## config.mk

```make
export PLATFORM = sky130hd
export DESIGN_NAME = uart_msg_scheduler_flat
export DESIGN_NICKNAME = d
export VERILOG_FILES = /design/src/rtl/uart_msg_pkg.sv /design/src/rtl/uart_msg_scheduler_if.sv /design/src/rtl/uart_msg_prio_enc.sv /design/src/rtl/uart_msg_scheduler.sv /design/src/flat_wrapper.sv
export SDC_FILE = /design/constraint.sdc
export NUM_CORES = 1
export LEC_CHECK = 0
export CAP_MARGIN = 0
export CORE_ASPECT_RATIO = 1.75
export CORE_MARGIN = 5
export CORE_UTILIZATION = 40
export DETAILED_ROUTE_END_ITERATION = 12
export PLACE_DENSITY = 0.68
export REMOVE_ABC_BUFFERS = 1
export SLEW_MARGIN = 10
export SYNTH_ARGS = -nofsm -noshare
export SYNTH_HDL_FRONTEND = slang
export SYNTH_HIERARCHICAL = 1
export SYNTH_SLANG_ARGS = --single-unit
```

## constraint.sdc

```tcl
create_clock -name clk -period 2.8 [get_ports clk]
set_clock_uncertainty 0.05 [all_clocks]
set_input_delay 0.56 -clock clk [delete_from_list [all_inputs] [get_ports clk]]
set_output_delay 0.56 -clock clk [all_outputs]
set_load 0.02 [all_outputs]
```

## src/rtl/uart_msg_pkg.sv

```systemverilog
// Shared constants for the UART message scheduler: message ids, FSM states,
// per-message lengths and the constant ASCII message ROM.
package uart_msg_pkg;

    localparam int NUM_MSG = 6;
    localparam int MAX_LEN = 8;
    localparam int ID_W    = $clog2(NUM_MSG);
    localparam int IDX_W   = $clog2(MAX_LEN);

    typedef enum logic [ID_W-1:0] {
        MSG_QSTICK  = 3'd0,
        MSG_GOLDEN  = 3'd1,
        MSG_SODAPOP = 3'd2,
        MSG_PAUSE   = 3'd3,
        MSG_RESTART = 3'd4,
        MSG_RESET   = 3'd5
    } msg_id_e;

    typedef enum logic [1:0] {
        IDLE = 2'd0,
        SEND = 2'd1,
        DONE = 2'd2
    } state_e;

    // Lengths include the trailing newline byte.
    localparam logic [IDX_W:0] MSG_LEN [NUM_MSG] = '{
        4'd7, 4'd7, 4'd8, 4'd6, 4'd8, 4'd6
    };

    localparam logic [7:0] MSG_ROM [NUM_MSG][MAX_LEN] = '{
        '{8'h71, 8'h73, 8'h74, 8'h69, 8'h63, 8'h6B, 8'h0A, 8'h00},
        '{8'h67, 8'h6F, 8'h6C, 8'h64, 8'h65, 8'h6E, 8'h0A, 8'h00},
        '{8'h73, 8'h6F, 8'h64, 8'h61, 8'h70, 8'h6F, 8'h70, 8'h0A},
        '{8'h70, 8'h61, 8'h75, 8'h73, 8'h65, 8'h0A, 8'h00, 8'h00},
        '{8'h72, 8'h65, 8'h73, 8'h74, 8'h61, 8'h72, 8'h74, 8'h0A},
        '{8'h72, 8'h65, 8'h73, 8'h65, 8'h74, 8'h0A, 8'h00, 8'h00}
    };

endpackage

```

## src/rtl/uart_msg_scheduler_if.sv

```systemverilog
// TX FIFO push port between the message scheduler and the UART controller.
interface uart_msg_scheduler_if;

    // Handshake: tx_push is only raised while tx_full is low, so every cycle
    // with tx_push=1 transfers tx_push_data into the FIFO; no further ack.
    logic       tx_push;
    logic [7:0] tx_push_data;
    logic       tx_full;

    modport master (output tx_push, output tx_push_data, input tx_full);
    modport slave  (input tx_push, input tx_push_data, output tx_full);

endinterface

```

## src/rtl/uart_msg_prio_enc.sv

```systemverilog
// Fixed-priority encoder: reports whether any request is set and the
// index of the highest set bit.
module uart_msg_prio_enc #(
    parameter int N = 6,
    parameter int W = 3
) (
    input  logic [N-1:0] req,
    output logic         valid,
    output logic [W-1:0] idx
);

    assign valid = |req;

    // Ascending scan so the highest set bit is the last one written.
    always_comb begin
        idx = '0;
        for (int i = 0; i < N; i++) begin
            if (req[i]) begin
                idx = W'(i);
            end
        end
    end

endmodule

```

## src/rtl/uart_msg_scheduler.sv

```systemverilog
// Latches message requests and streams the highest-priority pending message
// byte by byte from the ROM onto the UART TX FIFO push port.
module uart_msg_scheduler
    import uart_msg_pkg::*;
(
    input  logic                 clk,
    input  logic                 reset,
    input  logic [NUM_MSG-1:0]   msg_req,
    uart_msg_scheduler_if.master tx,
    output logic                 busy,
    output logic [ID_W-1:0]      cur_msg,
    output logic                 msg_done,
    output logic [NUM_MSG-1:0]   pending,
    output state_e               dbg_state
);

    state_e             state;
    logic [IDX_W-1:0]   idx;
    logic               grant_valid;
    logic [ID_W-1:0]    grant_id;
    logic               grant;
    logic               push;
    logic               last_byte;
    logic [NUM_MSG-1:0] clear_mask;

    uart_msg_prio_enc #(.N(NUM_MSG), .W(ID_W)) u_prio (
        .req   (pending),
        .valid (grant_valid),
        .idx   (grant_id)
    );

    assign grant     = (state == IDLE) && grant_valid;
    assign push      = (state == SEND) && !tx.tx_full;
    assign last_byte = ({1'b0, idx} == (MSG_LEN[cur_msg] - 1'b1));

    always_comb begin
        clear_mask = '0;
        if (grant) begin
            clear_mask[grant_id] = 1'b1;
        end
    end

    assign tx.tx_push      = push;
    assign tx.tx_push_data = (state == SEND) ? MSG_ROM[cur_msg][idx] : 8'h00;
    assign busy            = (state != IDLE);
    assign msg_done        = (state == DONE);
    assign dbg_state       = state;

    always_ff @(posedge clk) begin
        if (reset) begin
            state   <= IDLE;
            idx     <= '0;
            cur_msg <= '0;
            pending <= '0;
        end else begin
            // A new request at the same edge as its grant re-arms the bit.
            pending <= (pending & ~clear_mask) | msg_req;
            case (state)
                IDLE: begin
                    if (grant) begin
                        cur_msg <= grant_id;
                        idx     <= '0;
                        state   <= SEND;
                    end
                end
                SEND: begin
                    if (push) begin
                        if (last_byte) begin
                            state <= DONE;
                        end else begin
                            idx <= idx + 1'b1;
                        end
                    end
                end
                DONE:    state <= IDLE;
                default: state <= IDLE;
            endcase
        end
    end

endmodule

```

## src/flat_wrapper.sv

```systemverilog
// flat-port wrapper written by rule: the top's interface ports become plain ports
module uart_msg_scheduler_flat import uart_msg_pkg::*;
  (clk, reset, msg_req, busy, cur_msg, msg_done, pending, dbg_state, tx_tx_push, tx_tx_push_data, tx_tx_full);
  uart_msg_scheduler_if tx_i ();
  input  logic clk;
  input  logic reset;
  input  logic [NUM_MSG-1:0] msg_req;
  output logic busy;
  output logic [ID_W-1:0] cur_msg;
  output logic msg_done;
  output logic [NUM_MSG-1:0] pending;
  output state_e dbg_state;
  output wire logic [$bits(tx_i.tx_push)-1:0] tx_tx_push;
  output wire logic [$bits(tx_i.tx_push_data)-1:0] tx_tx_push_data;
  input wire logic [$bits(tx_i.tx_full)-1:0] tx_tx_full;
  assign tx_tx_push = tx_i.tx_push;
  assign tx_tx_push_data = tx_i.tx_push_data;
  assign tx_i.tx_full = tx_tx_full;
  uart_msg_scheduler u_core (.clk(clk), .reset(reset), .msg_req(msg_req), .tx(tx_i), .busy(busy), .cur_msg(cur_msg), .msg_done(msg_done), .pending(pending), .dbg_state(dbg_state));
endmodule
```

* Word-level counts from Yosys, hierarchy flattened
Memories as Yosys holds them, arrays and structs flattened.
Cells that the tools add are included.
** Word-level totals
- Register bits after elaboration :: 14
- Latch bits :: 0
- Bits in writable memories :: 0
- Memory bits (read-only) :: 544
- Input bits :: 9
- Output and inout port bits :: 22
- Word-level logic and storage cells :: 59
- Memories kept :: 2
** Cells by class
- Add/subtract/negate cells :: 2
- Multipliers :: 0
- Div/mod/pow operators :: 0
- Order comparisons :: 4
- Equality and inequality tests :: 7
- Shifts and indexed selects :: 0
- Multiplexer cells :: 24
- Bitwise gates (word level) :: 5
- Reduce and logical (&&, ||, !) cells :: 11
** Memory list
- (no name shown) :: words 8, bits a word 64, rd ports 1, clocked after Yosys merged registers in 0, wr ports 0, RTL line uart_msg_scheduler.sv:44 : assign tx.tx_push_data = (state == SEND) ? MSG_ROM[cur_msg][idx] : 8'h00;
- (no name shown) :: words 8, bits a word 4, rd ports 1, clocked after Yosys merged registers in 0, wr ports 0, RTL line uart_msg_scheduler.sv:34 : assign last_byte = ({1'b0, idx} == (MSG_LEN[cur_msg] - 1'b1));
** Operators by type and width (number)
- two-way mux 64 bit :: 2
- binary-select mux 8 bit (select 3 bit) :: 1
- two-way mux 8 bit :: 3
- two-way mux 3 bit :: 7
- >= comparator 4 bit (second input constant) :: 2
- two-way mux 4 bit :: 2
- inverter 3 -> 4 bit :: 2
- bitwise AND 6 bit :: 1
- two-way mux 2 bit :: 3
- two-way mux 6 bit :: 1
- inverter 6 bit :: 1
- OR 6 bit :: 1
- one-hot mux 3 bit (2 select lines) :: 1
- OR reduction 6 bit :: 1
- == test 3 x 4 -> 1 bit :: 1
- < comparator 3 x 4 -> 1 bit (second input constant) :: 1
- != test 2 x 1 -> 1 bit (second input constant) :: 2
- != test 2 bit (second input constant) :: 2
- one-hot mux 2 bit (2 select lines) :: 1
- AND reduction 4 bit :: 1
- nonzero test 2 bit :: 2
- subtractor 4 x 1 -> 4 bit (second input constant) :: 1
- adder 3 x 1 -> 3 bit (second input constant) :: 1
- demux 1 bit (select 3 bit) :: 1
- other kinds (9) :: 12

* Depth between registers and ports, before layout
- Depth in word-level cells :: 13
- Mapped depth :: 9
- Depth with buffers taken out :: 9

* By module
The synthesis kept the hierarchy.
** By module, submodules not included
- uart_msg_scheduler :: instances 1, cells each 156, area an instance 1191.1 µm², seq. area each 280.3 µm²
- uart_msg_prio_enc :: instances 1, cells each 7, area an instance 47.5 µm², seq. area each 0.0 µm²

* Least setup slack after synthesis
Ideal clock, no wire load.
- Path type :: reg2out
- Start :: reg u_core.cur_msg[0]
- End :: out tx_tx_push_data[2]
- Arrival time :: 1.984 ns
- Path slack :: 0.206 ns
- Cell stages (with the launch flop) :: 6
- Path buffers :: 0
- Cell sequence :: dfxtp_1 -> inv_1 -> ha_1 -> a2bb2oi_1 -> o221a_2 -> a211oi_1
** Between the ends
- Longest elaborated chain between the ends :: 8
** RTL lines
- start, declared :: RTL line uart_msg_scheduler.sv:11 : output logic [ID_W-1:0] cur_msg,
- start signal, assigned :: RTL line uart_msg_scheduler.sv:61 : cur_msg <= grant_id;
- inverter 3 -> 4 bit (implied by the code) :: RTL line uart_msg_scheduler.sv:44
- memory read (8 x 64 bit)
- two-way mux 64 bit (implied by the code) (2 in a row) :: RTL line uart_msg_scheduler.sv:44
- binary-select mux 8 bit (select 3 bit) :: RTL line uart_msg_scheduler.sv:44
- two-way mux 8 bit (implied by the code) (2 in a row) :: RTL line uart_msg_scheduler.sv:44
- two-way mux 8 bit :: RTL line uart_msg_scheduler.sv:44
- end, declared :: RTL line flat_wrapper.sv:14 : output wire logic [$bits(tx_i.tx_push_data)-1:0] tx_tx_push_data;
Every way passes these cells. The select of a mux whose other input is x is not followed.

* Final worst setup path
- Start :: reg u_core.idx[0]
- End :: out tx_tx_push_data[3]
** Between the ends
- Longest elaborated chain between the ends :: 5
** RTL lines
- start, declared :: RTL line uart_msg_scheduler.sv:18 : logic [IDX_W-1:0] idx;
- start signal, assigned :: RTL line uart_msg_scheduler.sv:71 : idx <= idx + 1'b1;
- inverter 3 -> 4 bit (implied by the code) :: RTL line uart_msg_scheduler.sv:44
- binary-select mux 8 bit (select 3 bit) :: RTL line uart_msg_scheduler.sv:44
- two-way mux 8 bit (implied by the code) (2 in a row) :: RTL line uart_msg_scheduler.sv:44
- two-way mux 8 bit :: RTL line uart_msg_scheduler.sv:44
Every way passes these cells. The select of a mux whose other input is x is not followed.

==> results <==
- The flow ran to the end, and the final reports show no timing, DRC or antenna violations.
- The final period utilization is 95.5%.
- The critical path runs through a total of 6 cells.
- The max-capacitance violation count is 0.
- The residual antenna-violating net count after detailed routing is 0.
- Counting flops with a built-in enable in the synthesized netlist gives 0.
- The area of the mapped netlist is 1240 um2.
- The final layout contains routed wiring with a total length of 3.58 mm.
- The weighted congestion at the end of routability-driven global placement is 0.942.
- The synthesized design contains 14 register bits.
- The growth of design area from synthesis to finish is 29.9%.
- For this configuration, the core starts out at a cell density of 41.8%.
- The maximum number of pins on one net before global-route repair is 18.
- The number of setup violations in the final report is 0.
- The first global-routing pass estimated 6.04 mm of wire.
- The count of final max-slew check failures was 0.
- The initial antenna violation count is 0.
- The number of cell rows is 26.
- The via density per instance is 5.57.
- The number of buffers inserted during clock tree synthesis is 3.
- In the final routed layout, each cell accounts on average for 15.3 um.
- At the later pin of the worst-skew pair, clock insertion delay measures 0.24 ns.
- 31 I/O pins were placed.
- Detailed placement finished with a half-perimeter wire length of 2.75 mm.
- Counting cells, the worst reg-to-reg path comes to 8.
- VDD sags by at most 0.000283 V.
- The share of async-settable or async-resettable flops after synthesis is 0%.
- The synthesized netlist contains 51 unique library cells.
- The cell at the root of the clock tree is sky130_fd_sc_hd__clkbuf_8.
- For this run the aggregate overflow at the end of global routing stands at 0.
- At the pin with the least slew margin, the transition time is 0.821 ns.
- After clock tree synthesis, the clock-pin slew on the worst setup and hold paths is 0.06 ns.
- For the worst setup path, the data required time is 2.19 ns.
- The average instance in the mapped netlist occupies 7.60 um2.
- The TritonCTS clock tree is built.
- The height of the die is 83.6 um.
- The number of hold buffers added after CTS was 0.
- For this block, the initial DRC count from the detailed router was 54.
- Setup repair after global routing left no endpoint under its margin.
- The power per cell area is 394 nW/um2.
- The via count of the first global-routing pass is 1355.
- Summing over every cut layer, the via total after detailed routing is 1298.
- Across all setup checks in the final design, the least slack found is 0.127 ns.
- For this run, the slowest stage of the critical path takes 0.53 ns.
- The path class of the tightest hold or removal check is reg -> reg.
- The worst hold path cell count is 2.
- The slack of the worst reg-to-reg path is 0.37 ns.
- The post-layout net count is 209.
- The most common cell after layout, fill and taps aside is sky130_fd_sc_hd__clkdlybuf4s50_1.
- The post-synthesis instance total is 163.
- Before CTS, the worst setup slack after placement is 0.0843 ns.
- The total negative slack for setup checks is 0 ns.
- The clock drives 14 sinks.
- Data on the critical path arrives at its endpoint at 2.06 ns.
- Leaving out fill and tap cells, the most frequent cells in the layout are sky130_fd_sc_hd__clkdlybuf4s50_1 (22), sky130_fd_sc_hd__a21oi_1 (19), sky130_fd_sc_hd__inv_1 (15).
- The smallest clock period supported by the final layout is computed as 2.67 ns.
- 0 antenna diodes ended up in the layout.
- The number of failing hold endpoints at the final stage is 0.
- The peak fanout along the critical path is 14.
- The count of H-tree levels built during CTS is 1.
- The total iterations of the first detailed-routing run is 4.
- The die outline area is 4350 um2.
- The endpoint identified for the worst register-to-register timing path is u_core/idx[1]$_SDFFE_PP0P_.
- Summing all placed instances gives a cell area of 1580 um2.
- The headroom to the max-slew limit is 45.2%.
- The die outline width is 52.1 um.
- Yosys printed 6 warnings.
- The ratio of cells with drive above 1 in the final layout is 12.6%.
- The critical path goes through buf_4, nor2b_1, a22oi_1, nor4_1, a31o_2, dlygate4sd2_1.
- Derived from the worst setup path, the maximum achievable clock frequency is 0.374 GHz.
- The kind of capture point of the worst setup path is an output pin.
- The longest clock path from root to sink contains 2 buffers.
- The core area is 2960 um2.
- The cell area after layout is 1610 um2.
- At the end of the flow the core is filled with cells to 54.4%.
- The kind of launch point of the worst setup path is a flop.
- Global routing used 17.8% of the available tracks across all layers.
- The critical path in this run is classified as reg -> out.
- The dominant delay contributor by cell family on the critical path is buffers and inverters.
- The largest individual stage delay along the critical path comes from the cell sky130_fd_sc_hd__dfxtp_1.
- The proportion of synthesized chip area in sequential cells is 22.6%.
- The dominant register cell in the synthesized netlist is sky130_fd_sc_hd__dfxtp_1.
- Port buffering added 29 buffers.
- For this design the static power due to leakage is 0.653 nW.
- The residual DRC count is 0.
- The count of buffer and inverter cells on the critical path is 2.
- The worst hold path begins at u_core/pending[0]$_SDFF_PP0_.
- The worst-case hold path end point is u_core/pending[0]$_SDFF_PP0_.
- The startpoint identified for the worst register-to-register timing path is u_core/cur_msg[2]$_SDFFE_PP0P_.
how the worst max path moves through the flow:
stage | start | endpoint | slack, ns
global placement | u_core/cur_msg[0]$_SDFFE_PP0P_ | tx_tx_push_data[2] | 0.15
CTS | u_core/cur_msg[0]$_SDFFE_PP0P_ | tx_tx_push_data[3] | 0.07
finish | u_core/idx[0]$_SDFFE_PP0P_ | tx_tx_push_data[3] | 0.13
detailed placement | u_core/cur_msg[0]$_SDFFE_PP0P_ | tx_tx_push_data[2] | 0.08
global route | u_core/idx[0]$_SDFFE_PP0P_ | tx_tx_push_data[3] | 0.04
floorplan | u_core/cur_msg[0]$_SDFFE_PP0P_ | tx_tx_push_data[2] | 0.21
flip-flops by register name (all words and copies together), names as in the netlist:
name	count
u_core/idx	3
u_core/pending	6
u_core/cur_msg	3
u_core/dbg_state	2
cell families (layout without fill, tap and decap cells):
| family | count (synthesis) | in the layout | synth area share, % |
|---|---|---|---|
| other | 1 | 1 | 0.303 |
| XOR/XNOR | 2 | 2 | 1.41 |
| AO/OA/AOI/OAI | 54 | 54 | 31.5 |
| adder cells (fa/ha/maj) | 7 | 7 | 7.07 |
| buffers and inverters | 27 | 55 | 9.59 |
| AND/OR/NAND/NOR | 56 | 56 | 25.7 |
| multiplexers | 2 | 2 | 1.82 |
| flip-flops | 14 | 14 | 22.6 |
per-stage QoR:
stage,hold WS [ns],total power (W),instances
floorplan,0.491,0.000378,151
CTS,0.452,0.000640,233
detailed placement,0.441,0.000480,230
global placement,0.448,0.000476,230
finish,0.457,0.000633,233
global route,0.490,0.000675,233
power by group:
group,internal [W],switching [W],total [W],leakage [nW]
combinational,0.000109,0.000133,0.000242,0.515
sequential,0.000212,0.0000176,0.000230,0.116
clock,0.0000950,0.0000662,0.000161,0.0216
tightest hold or removal path, stage by stage (launching register included):
cell,delay (ns)
sky130_fd_sc_hd__dfxtp_1,0.32
sky130_fd_sc_hd__o31ai_1,0.08
sky130_fd_sc_hd__a21oi_1,0.06
final cells by class:
cell class | instances | area (um2)
Inverter | 15 | 56.3
Fill cell | 299 | 1350
Multi-Input combinational cell | 122 | 840
Timing Repair Buffer | 37 | 338
Clock buffer | 3 | 41.3
Tap cell | 42 | 52.6
Sequential cell | 14 | 282
cells in the mapped netlist (2+ instances only):
| master | n | area, um2 |
|---|---|---|
| sky130_fd_sc_hd__a21oi_1 | 19 | 95.1 |
| sky130_fd_sc_hd__inv_1 | 15 | 56.3 |
| sky130_fd_sc_hd__dfxtp_1 | 14 | 280 |
| sky130_fd_sc_hd__nand2_1 | 12 | 45.0 |
| sky130_fd_sc_hd__nor2_1 | 12 | 45.0 |
| sky130_fd_sc_hd__nand2b_1 | 8 | 50.1 |
| sky130_fd_sc_hd__o21ai_0 | 8 | 40.0 |
| sky130_fd_sc_hd__ha_1 | 7 | 87.6 |
| sky130_fd_sc_hd__nor2b_1 | 6 | 37.5 |
| sky130_fd_sc_hd__clkbuf_1 | 4 | 15.0 |
| sky130_fd_sc_hd__buf_1 | 3 | 11.3 |
| sky130_fd_sc_hd__nand3_1 | 3 | 15.0 |
| sky130_fd_sc_hd__o2111ai_1 | 3 | 26.3 |
| sky130_fd_sc_hd__o31ai_1 | 3 | 22.5 |
| sky130_fd_sc_hd__a2bb2oi_1 | 2 | 17.5 |
| sky130_fd_sc_hd__a311oi_1 | 2 | 17.5 |
| sky130_fd_sc_hd__buf_2 | 2 | 10.0 |
| sky130_fd_sc_hd__buf_4 | 2 | 15.0 |
| sky130_fd_sc_hd__mux2_2 | 2 | 22.5 |
| sky130_fd_sc_hd__nor3b_1 | 2 | 15.0 |
| sky130_fd_sc_hd__o221ai_1 | 2 | 17.5 |
| sky130_fd_sc_hd__or2b_1 | 2 | 15.0 |
| sky130_fd_sc_hd__xnor2_1 | 2 | 17.5 |
layer usage:
metal	routed length [um]	global-route usage, %
met5	0	0
met4	136	12.4
met3	180	2.68
met2	1940	31.0
met1	1320	18.4
timing repair:
| item | 4_1_cts | 5_1_grt |
|---|---|---|
| buffers inserted | 0 | 0 |
| gates resized for setup | 7 | 4 |
| setup endpoints to repair | 7 | 3 |
No activity file was read; power rests on OpenSTA's default activity.
